$ cat src/rtl/int_mult_arbiter_if.sv
// Bundle between the requester lanes, the shared multiplier and the round-robin arbiter.
// The arbiter sits on the slave side. The lanes and the multiplier sit on the master side.
interface int_mult_arbiter_if #(
  parameter int NREQ   = 4,
  parameter int WIDTHA = 17,
  parameter int WIDTHB = 17,
  parameter int DM     = 4
);
  localparam int IDW = $clog2(NREQ);
  localparam int CW  = $clog2(DM + 1);

  // Handshake rules:
  // - Requester i transfers an op in a cycle where req_valid[i] & req_ready[i] are both high.
  // - While req_valid[i] is high and no grant has arrived, requester i holds req_a/req_b stable.
  // - req_ready is one-hot or zero, and it is combinational.
  // - rsp_valid is a single-cycle pulse. It has no backpressure.
  logic [NREQ-1:0]        req_valid;
  logic [NREQ*WIDTHA-1:0] req_a;
  logic [NREQ*WIDTHB-1:0] req_b;
  logic [NREQ-1:0]        req_ready;
  logic [WIDTHA-1:0]      mult_a;
  logic [WIDTHB-1:0]      mult_b;
  logic [WIDTHA+WIDTHB-1:0] mult_res;
  logic                   rsp_valid;
  logic [IDW-1:0]         rsp_id;
  logic [WIDTHA+WIDTHB-1:0] rsp_data;
  logic [CW-1:0]          inflight;
  logic [IDW-1:0]         rr_ptr;    // debug view of the rotation pointer

  modport slave (
    input  req_valid, req_a, req_b, mult_res,
    output req_ready, mult_a, mult_b, rsp_valid, rsp_id, rsp_data, inflight, rr_ptr
  );

  modport master (
    output req_valid, req_a, req_b, mult_res,
    input  req_ready, mult_a, mult_b, rsp_valid, rsp_id, rsp_data, inflight, rr_ptr
  );
endinterface

$ cat src/rtl/int_mult_arbiter.sv
// Round-robin arbiter in front of one fixed-latency pipelined multiplier.
// A DM-deep valid/ID shadow pipeline tags each returning product with the ID of the requester that issued it.
module int_mult_arbiter #(
  parameter int NREQ   = 4,
  parameter int WIDTHA = 17,
  parameter int WIDTHB = 17,
  parameter int DM     = 4
) (
  input logic clk,
  input logic rst,
  int_mult_arbiter_if.slave bus
);
  localparam int IDW = $clog2(NREQ);
  localparam int CW  = $clog2(DM + 1);

  logic [IDW-1:0]  rr_ptr;
  logic [NREQ-1:0] grant;
  logic [IDW-1:0]  grant_idx;
  logic            grant_any;
  logic [DM-1:0]   vld;
  logic [IDW-1:0]  id_pipe [DM];
  logic [CW-1:0]   inflight;
  int              scan_idx;

  // Search upward from rr_ptr with wrap. Reset masks every grant.
  always_comb begin
    grant     = '0;
    grant_idx = '0;
    grant_any = 1'b0;
    scan_idx  = 0;
    if (!rst) begin
      for (int k = 0; k < NREQ; k++) begin
        scan_idx = (int'(rr_ptr) + k) % NREQ;
        if (!grant_any && bus.req_valid[scan_idx]) begin
          grant_any          = 1'b1;
          grant[scan_idx]    = 1'b1;
          grant_idx          = IDW'(scan_idx);
        end
      end
    end
  end

  always_comb begin
    bus.mult_a = '0;
    bus.mult_b = '0;
    if (grant_any) begin
      bus.mult_a = bus.req_a[int'(grant_idx)*WIDTHA +: WIDTHA];
      bus.mult_b = bus.req_b[int'(grant_idx)*WIDTHB +: WIDTHB];
    end
  end

  always_ff @(posedge clk) begin
    if (rst) begin
      rr_ptr   <= '0;
      vld      <= '0;
      inflight <= '0;
    end else begin
      if (grant_any)
        rr_ptr <= (int'(grant_idx) == NREQ - 1) ? '0 : grant_idx + IDW'(1);
      vld <= {vld[DM-2:0], grant_any};
      case ({grant_any, vld[DM-1]})
        2'b10:   inflight <= inflight + CW'(1);
        2'b01:   inflight <= inflight - CW'(1);
        default: inflight <= inflight;
      endcase
    end
  end

  // IDs are only meaningful where vld is set, so they need no reset.
  always_ff @(posedge clk) begin
    id_pipe[0] <= grant_idx;
    for (int k = 1; k < DM; k++)
      id_pipe[k] <= id_pipe[k-1];
  end

  assign bus.req_ready = grant;
  assign bus.rsp_valid = vld[DM-1];
  assign bus.rsp_id    = id_pipe[DM-1];
  assign bus.rsp_data  = bus.mult_res;
  assign bus.inflight  = inflight;
  assign bus.rr_ptr    = rr_ptr;
endmodule

$ cat src/flat_wrapper.sv
// flat-port wrapper written by rule: the top's interface ports become plain ports
module int_mult_arbiter_flat 
#(
  parameter int NREQ   = 4,
  parameter int WIDTHA = 17,
  parameter int WIDTHB = 17,
  parameter int DM     = 4
)
  (clk, rst, bus_req_valid, bus_req_a, bus_req_b, bus_mult_res, bus_req_ready, bus_mult_a, bus_mult_b, bus_rsp_valid, bus_rsp_id, bus_rsp_data, bus_inflight, bus_rr_ptr);
  int_mult_arbiter_if #(.NREQ(NREQ), .WIDTHA(WIDTHA), .WIDTHB(WIDTHB), .DM(DM)) bus_i ();
  input logic clk;
  input logic rst;
  input wire logic [$bits(bus_i.req_valid)-1:0] bus_req_valid;
  input wire logic [$bits(bus_i.req_a)-1:0] bus_req_a;
  input wire logic [$bits(bus_i.req_b)-1:0] bus_req_b;
  input wire logic [$bits(bus_i.mult_res)-1:0] bus_mult_res;
  output wire logic [$bits(bus_i.req_ready)-1:0] bus_req_ready;
  output wire logic [$bits(bus_i.mult_a)-1:0] bus_mult_a;
  output wire logic [$bits(bus_i.mult_b)-1:0] bus_mult_b;
  output wire logic [$bits(bus_i.rsp_valid)-1:0] bus_rsp_valid;
  output wire logic [$bits(bus_i.rsp_id)-1:0] bus_rsp_id;
  output wire logic [$bits(bus_i.rsp_data)-1:0] bus_rsp_data;
  output wire logic [$bits(bus_i.inflight)-1:0] bus_inflight;
  output wire logic [$bits(bus_i.rr_ptr)-1:0] bus_rr_ptr;
  assign bus_i.req_valid = bus_req_valid;
  assign bus_i.req_a = bus_req_a;
  assign bus_i.req_b = bus_req_b;
  assign bus_i.mult_res = bus_mult_res;
  assign bus_req_ready = bus_i.req_ready;
  assign bus_mult_a = bus_i.mult_a;
  assign bus_mult_b = bus_i.mult_b;
  assign bus_rsp_valid = bus_i.rsp_valid;
  assign bus_rsp_id = bus_i.rsp_id;
  assign bus_rsp_data = bus_i.rsp_data;
  assign bus_inflight = bus_i.inflight;
  assign bus_rr_ptr = bus_i.rr_ptr;
  int_mult_arbiter #(.NREQ(NREQ), .WIDTHA(WIDTHA), .WIDTHB(WIDTHB), .DM(DM)) u_core (.clk(clk), .rst(rst), .bus(bus_i));
endmodule
$ cat config.mk
export PLATFORM = sky130hd
export DESIGN_NAME = int_mult_arbiter_flat
export DESIGN_NICKNAME = d
export VERILOG_FILES = /design/src/rtl/int_mult_arbiter_if.sv /design/src/rtl/int_mult_arbiter.sv /design/src/flat_wrapper.sv
export SDC_FILE = /design/constraint.sdc
export NUM_CORES = 1
export LEC_CHECK = 0
export BUFFER_PORTS_ARGS = -buffer_cell sky130_fd_sc_hd__buf_2
export CORE_AREA = 2 2 98 100
export DETAILED_ROUTE_END_ITERATION = 10
export DIE_AREA = 0 0 100 102
export PLACE_DENSITY = 0.65
export SETUP_SLACK_MARGIN = 0.02
export SLEW_MARGIN = 30
export SYNTH_ARGS = -nofsm -noshare
export SYNTH_HDL_FRONTEND = slang
export SYNTH_SLANG_ARGS = --single-unit
$ cat constraint.sdc
create_clock -name clk -period 3.67 [get_ports clk]
set_clock_uncertainty 0.1 [all_clocks]
set_input_delay 0.367 -clock clk [delete_from_list [all_inputs] [get_ports clk]]
set_output_delay 0.367 -clock clk [all_outputs]
set_load 0.1 [all_outputs]
Word-level counts from Yosys, hierarchy flattened
Memories as Yosys holds them, arrays and structs flattened.
Cells that the tools add are included.

word-level totals
  bits in registers = 9
  RAM bits = 8
  output and inout port bits = 80
  logic and storage cells = 88
  memories kept = 1

operators by class
  add/subtract/negate cells = 6
  $mul = 1
  magnitude comparators = 8
  eq/ne operators = 3
  shifts and indexed selects = 2
  muxes and demuxes = 44
  bitwise operators = 6
  reductions and logical operators = 14

memory list
  memory          words  width  rd ports  clocked after Yosys merged registers in  write ports  RTL line                text
  u_core.id_pipe  4      2      4         0                                        4            int_mult_arbiter.sv:21  logic [IDW-1:0] id_pipe [DM];

operators with widths
  operator                                                                              number
  68-bit by 32-bit variable part select with 17-bit output                              2
  17-bit 2-to-1 mux                                                                     2
  4-bit 2-to-1 mux                                                                      8
  1-bit 2-to-1 mux                                                                      19
  3-bit by 4-bit less-than comparator with 1-bit output (second input constant)         3
  2-bit 2-to-1 mux                                                                      6
  4-bit bitwise OR                                                                      3
  3-bit by 1-bit greater-or-equal comparator with 1-bit output (second input constant)  3
  1-bit binary-select mux with 2-bit select                                             4
  1-bit demux with 2-bit select                                                         4
  1-bit logical AND                                                                     7
  2-bit by 5-bit multiplier with 7-bit output (second input constant)                   1
  3-bit one-hot mux with 2 select lines                                                 1
  2-bit OR reduction                                                                    3
  2-bit by 1-bit adder with 2-bit output (second input constant)                        2
  2-bit adder (second input constant)                                                   2
  2-bit by 1-bit == test with 1-bit output (second input constant)                      2
  3-bit by 1-bit adder with 3-bit output (second input constant)                        1
  1-bit AND (first input constant)                                                      3
  1-bit logical NOT                                                                     3
  2-bit by 3-bit less-than comparator with 1-bit output (second input constant)         1
  3-bit by 1-bit subtractor with 3-bit output (second input constant)                   1
  2-bit == test (second input constant)                                                 1
  2-bit by 1-bit greater-or-equal comparator with 1-bit output (second input constant)  1
  2-bit nonzero test                                                                    1

Depth between registers and ports, before layout
Gate-level depths: netlist (run 1).

  depth in word-level cells = 20
  gate-level depth with buffers = 14

Worst setup path after synthesis (run 1)
OpenSTA, ideal clock, no wires.

  kind = register to output
  start point = reg u_core.rr_ptr[0] (netlist: u_core.bus.rr_ptr[0])
  end point = out bus_mult_a[10]
  data arrival time = 4846 ps
  path slack = -1643 ps
  stages on the path, launching flop included = 13
  buffers on the path = 4
  cell sequence = dfxtp_1 > buf_2 > inv_1 > ha_1 > buf_6 > or3b_1 > a2111o_1 > nand3_2 > o211a_1 > buf_6 > buf_4 > a32oi_1 > mux2i_1

on the way
  cells in the longest elaborated chain, start to end = 19

RTL lines
  item                                                                             RTL line                text
  start, declared                                                                  int_mult_arbiter.sv:16  logic [IDW-1:0] rr_ptr;
  start signal, assigned                                                           int_mult_arbiter.sv:59  rr_ptr <= (int'(grant_idx) == NREQ - 1) ? '0 : grant_idx + IDW'(1);
  branches (longest 18 deep; another with 2-bit by 1-bit adder with 2-bit output)  -
  17-bit 2-to-1 mux *                                                              int_mult_arbiter.sv:46  if (grant_any) begin
  end, declared                                                                    flat_wrapper.sv:18      output wire logic [$bits(bus_i.mult_a)-1:0] bus_mult_a;

Every way passes the cells marked *. The select of a mux whose other input is x is not followed.

Worst setup path after layout (run 1)
  start point = reg u_core.rr_ptr[1] (netlist: u_core.bus.rr_ptr[1])
  end point = out bus_mult_b[6]

on the way
  cells in the longest elaborated chain, start to end = 19

RTL lines
  item                                                                             RTL line                text
  branches (longest 18 deep; another with 2-bit by 1-bit adder with 2-bit output)  -
  17-bit 2-to-1 mux *                                                              int_mult_arbiter.sv:46
  end, declared                                                                    flat_wrapper.sv:19      output wire logic [$bits(bus_i.mult_b)-1:0] bus_mult_b;

Marks and branches as above.

==> flow_metrics.py, run 1 <==
metrics = {
    "status": {
        "status": "complete, no violations",
    },
    "run": {
        "max_cap_violations": 0,
    },
    "global_routing": {
        "antenna_found_initial": 1,
        "grt_start_max_net_pins": 46,
        "grt_overflow": 0,
        "grt_usage": 0.165,
        "grt_pass1_vias": 2695,
        "grt_pass1_wl_mm": 13.8,
    },
    "routing": {
        "avgRoutedWirePerCell_um": 17.8,
        "dr.first_iter.drc_count": 81,
        "routed_wl_mm": 9.26,
        "vias": 2844,
        "drc": 0,
        "via_per_inst": 5.46,
        "dr.pass1.iters": 6,
        "postRouteAntennaNets": 0,
    },
    "placed_design": {
        "hpwl_mm": 7.35,
        "place_area_sq_um": 4120,
        "numPortBuffers": 187,
        "gp_congestion": 0.825,
    },
    "sta": {
        "slew_violations": 0,
        "hold_viol": 0,
        "relSlewSlack": 0.445,
        "min_period_ps": 3530,
        "timing.fmax_mhz": 283,
        "setup_viol": 0,
        "tightest_slew_ps": 831,
        "rsz0062_at_grt": "yes",
        "layout_worst_path_cycle_share": 0.962,
    },
    "power_and_ir_drop": {
        "power.density_nw_per_um2": 970,
        "leakage_nw": 1.68,
        "ir_worst_vdd_mv": 0.556,
    },
    "synthesis": {
        "synth_edf_count": 0,
        "yosys_warnings": 0,
        "synth_async_sr_flop_share": 0,
        "ys_seq_area_frac": 0.142,
        "synth_area_per_cell_sq_um": 8.76,
        "yosys_register_bits": 17,
        "netlist_area_sq_um": 2390,
        "ys_types": 38,
        "syn_inst": 273,
        "syn-num-nets": 460,
        "synthFlopType": "dfxtp_1",
    },
    "worst_hold_path": {
        "hold_depth": 0,
        "min_path_type": "flop to flop",
    },
    "die": {
        "ios": 256,
        "core-area_sq_um": 9110,
        "rows": 35,
        "die-area_sq_um": 10200,
        "chipHeight_um": 102,
        "initial_core_util": 0.262,
        "die_x_um": 100,
    },
    "finish": {
        "fin_area_sq_um": 4270,
        "final_util": 0.468,
        "fill_cells": 857,
        "areaGrowthSynthToFinish_pct": 78.4,
        "drive_gt1_frac": 0.634,
        "diodes": 0,
        "fin_nets": 598,
    },
    "setup_path": {
        "path_depth": 10,
        "rr_endpoint": "u_core.bus.rr_ptr[1]$_SDFFE_PP0P_",
        "end_kind": "output port",
        "critPathMaxFanout": 28,
        "cp-start-kind": "flop",
        "cp.required_ps": 3200,
        "cp_slowest_cell": "dfxtp_4",
        "critical_path.startpoint": "u_core.bus.rr_ptr[1]$_SDFFE_PP0P_",
        "critPathArrivalTime_ps": 3060,
        "path_buf_inv": 3,
        "critical_path_class": "flop to output port",
        "path_delay_family": "compound AO/OA/AOI/OAI gates",
        "max_stage_delay_ps": 420,
        "endpoint": "bus_mult_b[6]",
        "reg2regPathDepth": 10,
        "regToRegStartpoint": "u_core.bus.rr_ptr[1]$_SDFFE_PP0P_",
        "critical_path.cell_chain": "inv_1, ha_4, or3b_1, a2111o_1, nand3_2, o21ai_4, buf_4, a32oi_1, mux2i_4, buf_12",
        "r2r_slack_ps": 740,
    },
    "clocking": {
        "clock-root-buffer": "clkbuf_8",
        "cts.path.max_buffers": 2,
        "cts-buffers-inserted": 3,
        "cts_tree": "done",
        "path_clk_slew_ps": 60,
        "hold_buffers": 0,
        "htreeDepth": 1,
        "cts.sinks": 17,
        "clkLatencyLatePin_ps": 240,
    },
}
==> Yosys cell counts (all sizes together), types with 5 or more instances <==
cell type,n,area [sq um]
a221oi,5,43.8
ha,10,125
mux2i,37,370
inv,8,30.0
buf,54,434
nor2,17,63.8
dfxtp,17,340
clkbuf,12,45.0
a32oi,68,596
nor2b,5,33.8
a21oi,6,30.0
==> worst min-delay path by stage <==
stage,startpoint,endpoint,slack [ps]
global route,u_core.id_pipe[1][1]$_DFF_P_,u_core.id_pipe[2][1]$_DFF_P_,230
CTS,u_core.id_pipe[2][0]$_DFF_P_,u_core.id_pipe[3][0]$_DFF_P_,220
global placement,u_core.id_pipe[0][1]$_DFF_P_,u_core.id_pipe[1][1]$_DFF_P_,210
floorplan,u_core.id_pipe[0][0]$_DFF_P_,u_core.id_pipe[1][0]$_DFF_P_,210
finish,u_core.id_pipe[2][0]$_DFF_P_,u_core.id_pipe[3][0]$_DFF_P_,220
detailed placement,u_core.id_pipe[2][0]$_DFF_P_,u_core.id_pipe[3][0]$_DFF_P_,210
==> placed cells by master (no fill, tap or decap), types with 2 or more instances in the layout <==
cell	instances
clkbuf_8	3
a32oi_1	60
a22oi_1	4
o211ai_1	2
mux2i_4	34
mux4_2	2
mux2i_1	3
inv_1	7
xor2_1	2
nor2_2	4
buf_12	38
buf_2	153
buf_4	6
ha_1	9
nor2b_1	4
o21ai_0	2
a21oi_1	5
dfxtp_1	15
nand2_1	4
dfxtp_4	2
a221oi_1	5
and2_1	2
nor3_1	2
a32oi_2	8
nor2_1	12
==> registers in the layout, indices dropped and copies added (netlist names) <==
register and cells:
u_core.id_pipe 8, u_core.vld 4, u_core.bus.inflight 3, u_core.bus.rr_ptr 2
==> power breakdown <==
part / internal, mW / switching [mW] / total [mW]
registers: 0.233 / 0.0447 / 0.278
clock network: 0.0768 / 0.0558 / 0.133
logic: 1.36 / 2.37 / 3.73
==> cells by family after synthesis <==
kind of cell / Yosys count / share of synthesized area
DFF: 17 / 0.142
AOI/OAI and AO/OA: 93 / 0.324
and+or+nand+nor: 37 / 0.0790
muxes: 39 / 0.174
buffers and inverters: 74 / 0.213
adders and majority gates: 11 / 0.0607
xor gates and xnor gates: 2 / 0.00733
==> what timing repair did <==
action,CTS,global route
pin swaps,0,0
cloned,0,1
resized for setup,1,9
buffers inserted,1,0
setup endpoints to repair,28,32
==> per-stage QoR <==
step	setup TNS (ps)	total power, mW	hold slack [ps]	instances	setup slack [ps]
after global placement	0	3.92	210	515	320
after floorplan	-2230	3.16	210	273	-109
final	0	4.14	221	521	138
after detailed placement	0	3.96	212	515	207
after CTS	0	4.11	220	520	68.1
after global routing	-110	4.31	235	521	-35.4
==> layout make-up <==
| type | instances | area (sq um) | share of cell area |
|---|---|---|---|
| clock buffer | 4 | 45.0 | 0.0106 |
| sequential | 17 | 348 | 0.0815 |
| multi-input combinational | 182 | 2090 | 0.490 |
| timing repair buffer | 199 | 1610 | 0.378 |
| inverter | 8 | 33.8 | 0.00792 |
| tap | 111 | 139 | 0.0326 |
==> routing by layer <==
layer,routed length (um),vias up,global-route usage
li1,-,1349,-
met1,3420,1338,0.200
met2,5030,144,0.305
met3,739,11,0.0424
met4,67,2,0.0190
met5,8,-,0
No activity file was read; power rests on OpenSTA's default activity.
==> inputs of run 2 (changes only) <==
--- a/config.mk
+++ b/config.mk
@@ -9,6 +9,7 @@
 export CORE_AREA = 2 2 98 100
 export DETAILED_ROUTE_END_ITERATION = 10
 export DIE_AREA = 0 0 100 102
+export MAX_ROUTING_LAYER = met4
 export PLACE_DENSITY = 0.65
 export SETUP_SLACK_MARGIN = 0.02
 export SLEW_MARGIN = 30
==> flow_metrics.py, run 2 (synthesis results as in run 1) <==
metrics = {
    "clocking": {
        "htreeDepth": 1,
        "cts-buffers-inserted": 3,
        "clkLatencyLatePin_ps": 240,
        "clock-root-buffer": "clkbuf_8",
        "cts.sinks": 17,
        "hold_buffers": 0,
        "cts_tree": "done",
        "path_clk_slew_ps": 60,
        "cts.path.max_buffers": 2,
    },
    "power_and_ir_drop": {
        "finalPower_mw": 4.14,
        "power.density_nw_per_um2": 970,
        "ir_worst_vdd_mv": 0.556,
        "leakage_nw": 1.68,
    },
    "setup_path": {
        "cp-start-kind": "flop",
        "reg2regPathDepth": 10,
        "critPathArrivalTime_ps": 3070,
        "critPathMaxFanout": 28,
        "regToRegStartpoint": "u_core.bus.rr_ptr[1]$_SDFFE_PP0P_",
        "rr_endpoint": "u_core.bus.rr_ptr[1]$_SDFFE_PP0P_",
        "critical_path_class": "flop to output port",
        "cp.required_ps": 3200,
        "end_kind": "output port",
        "r2r_slack_ps": 740,
    },
    "sta": {
        "tightest_slew_ps": 829,
        "slew_violations": 0,
        "timing.fmax_mhz": 283,
        "hold_viol": 0,
        "setup_viol": 0,
        "relSlewSlack": 0.446,
        "layout_worst_path_cycle_share": 0.964,
        "min_period_ps": 3540,
        "setup_ws_ps": 133,
        "rsz0062_at_grt": "yes",
    },
    "finish": {
        "reg_top3": "u_core.id_pipe x8, u_core.vld x4, u_core.bus.inflight x3",
        "layout_commonest_cell": "buf_2",
        "top_register": "u_core.id_pipe",
        "multi_input_area_sq_um": 2090,
        "regArea_sq_um": 348,
        "final_util": 0.469,
        "drive_gt1_frac": 0.634,
        "fin_cells": 522,
        "fill_cells": 856,
        "fin_nets": 598,
        "largest_reg_flops": 8,
        "areaGrowthSynthToFinish_pct": 78.5,
        "layout_common_cells": "buf_2 (153), a32oi_1 (60), buf_12 (38), mux2i_4 (34), dfxtp_1 (15)",
    },
    "die": {
        "initial_core_util": 0.262,
        "die-area_sq_um": 10200,
        "core-area_sq_um": 9110,
        "rows": 35,
        "chipHeight_um": 102,
        "ios": 256,
        "die_x_um": 100,
    },
    "routing": {
        "drc": 0,
        "avgRoutedWirePerCell_um": 17.8,
        "via_per_inst": 5.47,
        "vias": 2856,
        "dr.pass1.iters": 5,
        "postRouteAntennaNets": 0,
        "routed_wl_mm": 9.29,
        "dr.first_iter.drc_count": 122,
    },
    "worst_hold_path": {
        "min_path_type": "flop to flop",
        "worstHoldEndpoint": "u_core.id_pipe[3][0]$_DFF_P_",
        "hp-start": "u_core.id_pipe[2][0]$_DFF_P_",
        "hold_depth": 0,
    },
    "status": {
        "status": "complete, no violations",
    },
    "global_routing": {
        "grt_pass1_wl_mm": 13.7,
        "grt_start_max_net_pins": 46,
        "antenna_found_initial": 1,
        "grt_pass1_vias": 2699,
        "grt_overflow": 0,
        "grt_usage": 0.170,
    },
    "placed_design": {
        "numPortBuffers": 187,
        "gp_congestion": 0.837,
        "dpl.cell_count": 515,
        "hpwl_mm": 7.35,
        "dp_worst_setup_slack_ps": 207,
    },
    "run": {
        "max_cap_violations": 0,
    },
}
==> run 2: changes by cell type in the layout (fill, tap and decap cells not counted) <==
cell / before / now
diode_2: 0 / 1
==> run 2: critical path, stage by stage, from the launching register on <==
cell      delay [ps]
dfxtp_4          420
inv_1            150
ha_4             310
or3b_1           370
a2111o_1         390
nand3_2          170
o21ai_4          100
buf_4            260
a32oi_1          340
mux2i_4          130
buf_12           180
==> run 2: metal layers <==
layer,vias up,global-route usage,part of all wire
met4,0,0.0190,0.0070
li1,1352,-,-
met5,-,-,0
met1,1349,0.202,0.37
met3,9,0.0383,0.078
met2,146,0.306,0.54
==> run 2: power by group <==
part | internal [mW] | leakage [nW] | switching, mW
Sequential | 0.233 | 0.142 | 0.0447
Clock | 0.0768 | 0.0228 | 0.0558
Combinational | 1.36 | 1.51 | 2.37
==> run 2: worst max path at each step <==
| stage | start | end | slack, ps | cells past startpoint |
|---|---|---|---|---|
| after CTS | u_core.bus.rr_ptr[1]$_SDFFE_PP0P_ | bus_mult_b[14] | 70 | 10 |
| final | u_core.bus.rr_ptr[1]$_SDFFE_PP0P_ | bus_mult_b[1] | 130 | 10 |
| after floorplan | u_core.bus.rr_ptr[0]$_SDFFE_PP0P_ | bus_mult_a[14] | -110 | 13 |
| after global placement | u_core.bus.rr_ptr[0]$_SDFFE_PP0P_ | bus_mult_b[6] | 320 | 10 |
| after global routing | u_core.bus.rr_ptr[1]$_SDFFE_PP0P_ | bus_mult_b[1] | -40 | 10 |
| after detailed placement | u_core.bus.rr_ptr[0]$_SDFFE_PP0P_ | bus_mult_a[14] | 210 | 10 |
==> run 2: per-stage QoR <==
step,hold slack (ps),setup TNS [ps],cell area [sq um]
floorplan,210,-2230,2900
global placement,210,0,4120
detailed placement,212,0,4120
CTS,220,0,4180
global route,235,-110,4270
finish,221,0,4270
==> run 2: what timing repair did <==
| item | 4_1_cts | 5_1_grt |
|---|---|---|
| gates cloned | 0 | 1 |
| endpoints found under the setup margin | 28 | 32 |
| resized for setup | 1 | 9 |
| pin swaps | 0 | 0 |
| endpoints found under the hold margin | 0 | 0 |
| buffers inserted | 1 | 0 |
==> run 2: cell type report <==
type,instances,share of cell area
diodes,1,0.000586
clock buffers,4,0.0106
inverters,8,0.00792
multi-input cells,182,0.489
flip-flops and latches,17,0.0815
well taps,111,0.0325
repair buffers,199,0.378
==> inputs of run 3 (changes only) <==
--- a/config.mk
+++ b/config.mk
@@ -6,11 +6,12 @@
 export NUM_CORES = 1
 export LEC_CHECK = 0
 export BUFFER_PORTS_ARGS = -buffer_cell sky130_fd_sc_hd__buf_2
-export CORE_AREA = 2 2 98 100
+export CORE_AREA = 2 2 100 102
+export CTS_CLUSTER_SIZE = 8
 export DETAILED_ROUTE_END_ITERATION = 10
-export DIE_AREA = 0 0 100 102
+export DIE_AREA = 0 0 102 104
 export MAX_ROUTING_LAYER = met4
-export PLACE_DENSITY = 0.65
+export PLACE_DENSITY = 0.62
 export SETUP_SLACK_MARGIN = 0.02
 export SLEW_MARGIN = 30
 export SYNTH_ARGS = -nofsm -noshare
==> constraint.sdc (replaced) <==
create_clock -name clk -period 4.11 [get_ports clk]
set_clock_uncertainty 0.1 [all_clocks]
set_input_delay 0.411 -clock clk [delete_from_list [all_inputs] [get_ports clk]]
set_output_delay 0.411 -clock clk [all_outputs]
set_load 0.05 [all_outputs]
==> flow_metrics.py, run 3 (synthesis results as in run 1) <==
metrics = {
    "setup_path": {
        "end_kind": "output port",
        "rr_endpoint": "u_core.bus.rr_ptr[1]$_SDFFE_PP0P_",
        "cp-start-kind": "flop",
        "critPathMaxFanout": 34,
        "r2r_slack_ps": 970,
        "reg2regPathDepth": 10,
        "critPathArrivalTime_ps": 3350,
        "critical_path_class": "flop to output port",
        "endpoint": "bus_mult_b[15]",
        "cp.required_ps": 3600,
        "regToRegStartpoint": "u_core.bus.rr_ptr[0]$_SDFFE_PP0P_",
        "critical_path.startpoint": "u_core.bus.rr_ptr[0]$_SDFFE_PP0P_",
    },
    "die": {
        "core-area_sq_um": 9550,
        "ios": 256,
        "initial_core_util": 0.250,
        "die_x_um": 102,
        "die-area_sq_um": 10600,
        "chipHeight_um": 104,
        "rows": 36,
    },
    "finish": {
        "drive_gt1_frac": 0.595,
        "areaGrowthSynthToFinish_pct": 37.8,
        "largest_reg_flops": 8,
        "fin_nets": 595,
        "layout_common_cells": "buf_2 (187), a32oi_1 (68), mux2i_2 (34), dfxtp_1 (17), nor2_1 (16)",
        "diodes": 0,
        "top_register": "u_core.id_pipe",
        "fill_cells": 1000,
        "layout_commonest_cell": "buf_2",
        "reg_top3": "u_core.id_pipe x8, u_core.vld x4, u_core.bus.inflight x3",
    },
    "clocking": {
        "cts_tree": "done",
        "cts.sinks": 17,
        "hold_buffers": 0,
        "cts.repair.resized": 0,
        "clkLatencyLatePin_ps": 250,
        "cts-buffers-inserted": 3,
        "path_clk_slew_ps": 70,
        "clock-root-buffer": "clkbuf_8",
        "cts.path.max_buffers": 2,
        "htreeDepth": 1,
        "post_cts_buffers": 0,
    },
    "power_and_ir_drop": {
        "finalPower_mw": 2.16,
        "leakage_nw": 1.47,
        "ir_worst_vdd_mv": 0.398,
        "power.density_nw_per_um2": 656,
    },
    "run": {
        "max_cap_violations": 0,
    },
    "sta": {
        "min_period_ps": 3860,
        "setup_ws_ps": 251,
        "tightest_slew_ps": 706,
        "setup_tns_ps": 0,
        "timing.fmax_mhz": 259,
        "rsz0062_at_grt": "no",
        "layout_worst_path_cycle_share": 0.939,
        "setup_viol": 0,
        "slew_violations": 0,
        "relSlewSlack": 0.530,
        "hold_viol": 0,
    },
    "placed_design": {
        "hpwl_mm": 6.19,
        "numPortBuffers": 187,
        "gp_congestion": 0.866,
        "dp_worst_setup_slack_ps": 505,
    },
    "global_routing": {
        "grt_pass1_wl_mm": 12.4,
        "antenna_found_initial": 0,
        "grt_overflow": 0,
        "grt_start_max_net_pins": 70,
        "grt_usage": 0.145,
        "grt_pass1_vias": 2551,
    },
    "routing": {
        "dr.first_iter.drc_count": 165,
        "routed_wl_mm": 8.18,
        "via_per_inst": 5.11,
        "dr.pass1.iters": 4,
        "avgRoutedWirePerCell_um": 15.2,
        "drc": 0,
        "vias": 2762,
        "postRouteAntennaNets": 0,
    },
    "status": {
        "status": "complete, no violations",
    },
    "worst_hold_path": {
        "min_path_type": "flop to flop",
    },
}
run 3: cell count changes in the layout (fill, tap and decap cells not counted), sizes merged:
cell,delta
diode,-1
clkinvlp,-1
clkbuf,-2
inv,+1
buf,-2
clkinv,+1
run 3: worst min path at each step:
stage / slack, ps / cells past startpoint / from / endpoint
floorplan: 210 / 0 / u_core.id_pipe[0][0]$_DFF_P_ / u_core.id_pipe[1][0]$_DFF_P_
global placement: 210 / 0 / u_core.id_pipe[0][1]$_DFF_P_ / u_core.id_pipe[1][1]$_DFF_P_
detailed placement: 210 / 0 / u_core.id_pipe[2][0]$_DFF_P_ / u_core.id_pipe[3][0]$_DFF_P_
CTS: 230 / 0 / u_core.id_pipe[1][1]$_DFF_P_ / u_core.id_pipe[2][1]$_DFF_P_
global route: 240 / 0 / u_core.id_pipe[1][1]$_DFF_P_ / u_core.id_pipe[2][1]$_DFF_P_
finish: 220 / 0 / u_core.id_pipe[1][1]$_DFF_P_ / u_core.id_pipe[2][1]$_DFF_P_
run 3: layout make-up:
cell class | instances | area [sq um] | share of cell area
inverters | 8 | 30.0 | 0.00912
well taps | 133 | 166 | 0.0505
multi-input cells | 182 | 1700 | 0.515
repair buffers | 196 | 1020 | 0.308
clock inverters | 1 | 5.00 | 0.00152
clock buffers | 3 | 41.3 | 0.0125
flip-flops and latches | 17 | 340 | 0.103
run 3: metrics by stage:
stage	hold slack (ps)	instances	util	cell area, sq um
2_1_floorplan	210	273	-	2520
3_3_place_gp	211	536	0.340	3250
3_5_place_dp	214	536	0.340	3250
4_1_cts	229	540	0.345	3290
5_1_grt	239	540	0.345	3290
6_report	224	540	0.345	3290
run 3: per-layer routing:
layer / global-route usage / up-vias / wire length [um]
met5: - / - / 0
met4: 0.0124 / 0 / 29
met3: 0.0161 / 8 / 549
met2: 0.257 / 121 / 4200
met1: 0.182 / 1308 / 3410
li1: - / 1325 / -
run 3: report_power, final:
part / switching [mW] / internal, mW / total (mW)
clock: 0.0539 / 0.0671 / 0.121
combinational: 1.26 / 0.569 / 1.83
sequential: 0.0102 / 0.203 / 0.213
total: 1.32 / 0.840 / 2.16
run 3: critical path, cell delays in order, from the launching register on:
cell and delay [ps]:
dfxtp_1 330, inv_1 140, ha_1 460, or3b_1 410, a2111o_1 370, nand3_2 170
o211a_2 220, buf_4 340, a32oi_1 170, mux2i_2 200, buf_2 290
